**src/rtl/register_file.sv**
```systemverilog
// 32 x 32 MIPS general-purpose register file: two combinational read ports,
// one synchronous write port, register 0 hard-wired to zero.

module register_file_entry #(
    parameter int DATA_WIDTH = 32
) (
    input  logic                  clock,
    input  logic                  reset_n,
    input  logic                  we_i,
    input  logic [DATA_WIDTH-1:0] d_i,
    output logic [DATA_WIDTH-1:0] q_o
);
    logic [DATA_WIDTH-1:0] data_q;
    logic [DATA_WIDTH-1:0] data_d;

    always_comb begin
        data_d = data_q;
        if (we_i) data_d = d_i;
    end

    // Async clear wins over any write presented while reset_n is low.
    always_ff @(posedge clock or negedge reset_n) begin
        if (!reset_n) data_q <= '0;
        else          data_q <= data_d;
    end

    assign q_o = data_q;
endmodule

module register_file #(
    parameter int DATA_WIDTH = 32,
    parameter int ADDR_WIDTH = 5
) (
    input  logic                  clock,
    input  logic                  reset_n,
    input  logic [ADDR_WIDTH-1:0] ReadReg1,
    input  logic [ADDR_WIDTH-1:0] ReadReg2,
    input  logic [ADDR_WIDTH-1:0] WriteReg,
    input  logic [DATA_WIDTH-1:0] WriteData,
    input  logic                  RegWrite,
    output logic [DATA_WIDTH-1:0] ReadData1,
    output logic [DATA_WIDTH-1:0] ReadData2
);
    localparam int DEPTH = 2 ** ADDR_WIDTH;

    logic [DEPTH-1:0][DATA_WIDTH-1:0] regs;
    logic [DEPTH-1:0]                 we;

    // Entry 0 has no storage; its decode line is left unused-free by tying it low.
    assign regs[0] = '0;
    assign we[0]   = 1'b0;

    for (genvar i = 1; i < DEPTH; i++) begin : g_entry
        assign we[i] = RegWrite && (WriteReg == ADDR_WIDTH'(i));

        register_file_entry #(
            .DATA_WIDTH(DATA_WIDTH)
        ) u_entry (
            .clock  (clock),
            .reset_n(reset_n),
            .we_i   (we[i]),
            .d_i    (WriteData),
            .q_o    (regs[i])
        );
    end

    // No write bypass: reads see the stored value, old before the edge, new after.
    assign ReadData1 = regs[ReadReg1];
    assign ReadData2 = regs[ReadReg2];
endmodule

```
**config.mk**
```make
export PLATFORM = sky130hd
export DESIGN_NAME = register_file
export DESIGN_NICKNAME = d
export VERILOG_FILES = /design/src/rtl/register_file.sv
export SDC_FILE = /design/constraint.sdc
export NUM_CORES = 2
export LEC_CHECK = 0
export CORE_MARGIN = 4
export CORE_UTILIZATION = 40
export DETAILED_ROUTE_END_ITERATION = 8
export MAX_ROUTING_LAYER = met4
export PLACE_DENSITY = 0.61
export SETUP_SLACK_MARGIN = 0.5
export SLEW_MARGIN = 20
export SYNTH_ARGS = -nofsm -noshare
export SYNTH_HDL_FRONTEND = slang
export SYNTH_HIERARCHICAL = 1
export SYNTH_SLANG_ARGS = --single-unit
```
**constraint.sdc**
```tcl
create_clock -name clock -period 4.98 [get_ports clock]
set_clock_uncertainty 0.15 [all_clocks]
set_input_delay 0.747 -clock clock [delete_from_list [all_inputs] [get_ports clock]]
set_output_delay 0.747 -clock clock [all_outputs]
set_load 0.02 [all_outputs]
```
== Word-level counts from Yosys, hierarchy flattened ==
Cells that the tools add are included.
Widths: inputs -> output; s select.
Storage, ports and cells
  register bits: 992
  latch bits: 0
  RAM bits: 0
  ROM bits: 0
  input bits: 50
  output and inout bits: 64
  word-level logic and storage cells: 99
  memories: 0
Operators by class
  $add $sub $neg: 0
  multipliers: 0
  divide/modulo/power cells: 0
  magnitude comparators: 2
  equality and inequality tests: 31
  shift-type cells: 0
  mux-type cells: 4
  bitwise gates (word level): 0
  reduce and logical (&&, ||, !) cells: 31
Operators with widths (number)
  $bmux 32 s5: 2
  $eq 5x5->1 const B: 16
  $mux 32: 2
  $eq 5x4->1 const B: 8
  $logic_and 1x1->1: 31
  $eq 5x3->1 const B: 4
  $lt 5x6->1 const B: 2
  $eq 5x2->1 const B: 2
  $eq 5x1->1 const B: 1

== Logic depth before layout (Yosys ltp) ==
  depth after elaboration: 2
  mapped depth: 9
  depth with buffers taken out: 4

== Cells and area by module ==
The synthesis kept the hierarchy.
Modules (own cells, without submodules)
  register_file_entry: times used 31, cells each 68, area an instance 1345.0 um^2, sequential area each 800.8 um^2
  register_file: times used 1, cells each 1460, area an instance 16323.2 um^2, sequential area each 0.0 um^2

== Least setup slack after synthesis ==
No wires, ideal clock.
  kind: input to output
  from: input ReadReg2[0]
  to: output ReadData2[23]
  arrival: 2.351 ns
  required time: 4.083 ns
  path slack: 1.732 ns
  stages: 9
  path buffers: 5
  cells stage by stage: buf_2 -> buf_6 -> buf_6 -> buf_6 -> buf_6 -> mux2i_1 -> o22ai_1 -> a211oi_1 -> o31ai_1
On the way
  cells in the longest elaborated chain, start to end: 2
Ends and longest elaborated chain
  start, declared: RTL line 37  | input logic [ADDR_WIDTH-1:0] ReadReg2,
  $bmux 32 s5: RTL line 69  | assign ReadData2 = regs[ReadReg2];
  $mux 32 (implied by the code): RTL line 69
  end, declared: RTL line 42  | output logic [DATA_WIDTH-1:0] ReadData2
Every way passes these cells. The select of a mux whose other input is x is not followed.

== Worst setup path in the final report ==
  from: input ReadReg1[3]
  to: output ReadData1[9]
On the way
  cells in the longest elaborated chain, start to end: 2
Ends and longest elaborated chain
  start, declared: RTL line 36  | input logic [ADDR_WIDTH-1:0] ReadReg1,
  $bmux 32 s5: RTL line 68  | assign ReadData1 = regs[ReadReg1];
  $mux 32 (implied by the code): RTL line 68
  end, declared: RTL line 41  | output logic [DATA_WIDTH-1:0] ReadData1,
Every way passes these cells. The select of a mux whose other input is x is not followed.

==> run_results.csv <==
group,metric,value,unit
synthesis,synth_fp_nets,3618,
sta,slew_viol_final,0,
die,start_util,0.403,
synthesis,netlist_area,58000,um^2
place,portBuffers,113,
cells_and_area,syn2layout_area_growth,11.0,%
sta,setup-tns-final,0,ns
clock_network,post_cts_buffers,0,
clock_network,path_clk_slew,0.06,ns
critical_path,crit_type,"input pin to output pin",
synthesis,netlist.area_leader.share,0.428,
sta,clock.fmax,226,MHz
critical_path,worstPathArrival,3.53,ns
clock_network,insertion_delay,0.72,ns
sta,relSlewSlack,0.305,
critical_path,end_kind,"output pin",
sta,setup_viol,0,
power,p_leak,27.9,nW
clock_network,cts.sinks,992,
power,power_density,397,nW/um^2
die,dieHeight,389,um
power,ir_worst_vdd,0.275,mV
place,dpl.hpwl,109000,um
die,dieWidth,389,um
sta,period_share,0.889,
die,core_area,144000,um^2
worst_hold_path,hold_depth,1,
global_route,grt-ovfl-total,0,
die,dieArea,151000,um^2
synthesis,synth_warnings,6,
critical_path,cp.required,4.08,ns
synthesis,yosysSeqAreaShare,0.428,
global_route,grt.total_usage,0.241,
die,fp-row-count,139,
clock_network,cts.htree.levels,3,
cells_and_area,drive_gt1_frac,0.511,
global_route,grt_max_degree,113,
sta,worst_pin_slew,1.04,ns
detailed_routing,routedWlPerCell,31.7,um
detailed_routing,wl,179000,um
critical_path,crit_fanout,26,
critical_path,start_kind,"input pin",
detailed_routing,vias,34917,
critical_path,worstRegToRegCells,1,
worst_hold_path,hp-class,"flop to flop",
sta,rsz0062_at_grt,"no",
cells_and_area,multiInputGateArea,30200,um^2
synthesis,yosys.area.top_type,"dfrtp_1",
clock_network,cts_tree,"done",
synthesis,synth.distinct_cells,27,
clock_network,cts_root_buf,"clkbuf_16",
clock_network,clock_path_buffers,3,
detailed_routing,vias_per_cell,6.17,
detailed_routing,dr.pass1.iters,7,
clock_network,cts_buffers,108,
cells_and_area,layout.area.seq,24800,um^2
detailed_routing,drc,0,
synthesis,synthCells,3568,
die,ios,114,
cells_and_area,num-nets-final,3715,
synthesis,synth-seq-cells,992,
cells_and_area,largest_reg_flops,992,
detailed_routing,first_iter_violations,3609,
sta,finalWorstPathRequiredPeriod,4.43,ns
place,gp_congestion,0.819,
sta,timing.hold.ws,0.375,ns
detailed_routing,ant_nets,0,
global_route,antenna_found_initial,6,
outcome,status,"completed",
cells_and_area,fillers,12508,
flow_run,drv_cap,0,
synthesis,syn_area_per_cell,16.3,um^2
global_route,grt_pass1_vias,35934,
sta,finalHoldViolations,0,
synthesis,yosys-top-cells-area,"dfrtp_1, mux2_4, mux4_2, buf_12, a22o_1",
global_route,grt_pass1_wl,264000,um
[path summary, 6_finish.rpt]
path,from,to,slack (ns)
min in group asynchronous,reset_n,g_entry[31].u_entry/q_o[1]$_DFFE_PN0P_,0.58
min,g_entry[3].u_entry/q_o[31]$_DFFE_PN0P_,g_entry[3].u_entry/q_o[31]$_DFFE_PN0P_,0.38
max in group asynchronous,reset_n,g_entry[10].u_entry/q_o[14]$_DFFE_PN0P_,2.89
max,ReadReg1[3],ReadData1[9],0.55
max reg2reg,g_entry[28].u_entry/q_o[24]$_DFFE_PN0P_,g_entry[28].u_entry/q_o[24]$_DFFE_PN0P_,4.00
min reg2reg,g_entry[3].u_entry/q_o[31]$_DFFE_PN0P_,g_entry[3].u_entry/q_o[31]$_DFFE_PN0P_,0.38
[layout make-up]
type | count | share of cell area
timing repair buffer | 324 | 0.0498
sequential | 992 | 0.385
clock buffer | 164 | 0.0509
inverter | 2 | 0.000155
tap | 1903 | 0.0370
clock inverter | 35 | 0.00725
multi-input combinational | 2237 | 0.469
antenna | 5 | 0.000194
[synthesized netlist by cell type (all sizes together)]
library cell	count
o21ai	64
mux2	1056
o31ai	64
and2	34
nor2b	9
a211oi	64
mux2i	160
nand2	70
nand4	1
dfrtp	992
mux4	384
nand3	4
nor2	34
o22ai	64
and3	32
clkbuf	120
or2	1
buf	217
inv	2
nand2b	4
a22o	192
[cells in the final DEF (no fill, tap or decap), drive strengths merged]
cell type,count
nand2b,4
nand2,70
and2,34
buf,254
or2,1
o31ai,64
nor2,34
mux2,1056
o22ai,64
clkinvlp,3
nand4,1
o21ai,64
diode,5
clkdlybuf4s50,69
clkbuf,164
bufinv,10
clkinv,19
dfrtp,992
mux2i,160
nor2b,9
a22o,192
mux4,384
dlygate4sd3,1
a211oi,64
nand3,4
and3,32
inv,5
[cell families (layout without fill, tap and decap cells)]
group           count (synthesis)  after routing  share of synthesized area
compound gates                448            448                     0.0580
mux                          1600           1600                      0.442
flops                         992            992                      0.428
simple gates                  189            189                     0.0158
other cells                     0              5                          0
buf+inv                       339            525                     0.0566
[stage by stage]
| stage | power [W] | worst slack (ns) | utilization | area, um^2 | instances |
|---|---|---|---|---|---|
| global route | 0.0266 | 0.579 | 0.448 | 64400 | 5661 |
| detailed placement | 0.0171 | 0.345 | 0.422 | 60700 | 5457 |
| CTS | 0.0257 | 0.540 | 0.448 | 64400 | 5657 |
| floorplan | 0.0152 | 1.73 | - | 58000 | 3568 |
| finish | 0.0256 | 0.553 | 0.448 | 64400 | 5662 |
| global placement | 0.0170 | 0.310 | 0.422 | 60700 | 5457 |
[worst max-delay path, cell delays in order]
cell	delay (ns)
buf_4	0.44
and2_2	0.65
buf_4	0.30
a22o_1	0.16
o21ai_1	0.13
o31ai_1	0.29
clkdlybuf4s50_1	0.74
[where the power goes]
| group | internal (W) | switching, W | leakage (nW) |
|---|---|---|---|
| sequential | 0.00965 | 0.00135 | 12.7 |
| clock | 0.00504 | 0.00348 | 1.85 |
| combinational | 0.00390 | 0.00218 | 13.4 |
| total | 0.0186 | 0.00701 | 27.9 |
[metal layers]
metal	GRT usage	vias to the layer above	part of all wire
met2	0.352	1488	0.45
met5	-	-	0
met4	0.0623	0	0.026
li1	-	14035	-
met3	0.0498	285	0.076
met1	0.343	19109	0.45
[repair_timing]
item,4_1_cts,5_1_grt
setup endpoints to repair,1,5
hold buffers,1,0
endpoints found under the hold margin,69,0
resized for setup,1,2
No activity file was read; power rests on OpenSTA's default activity.
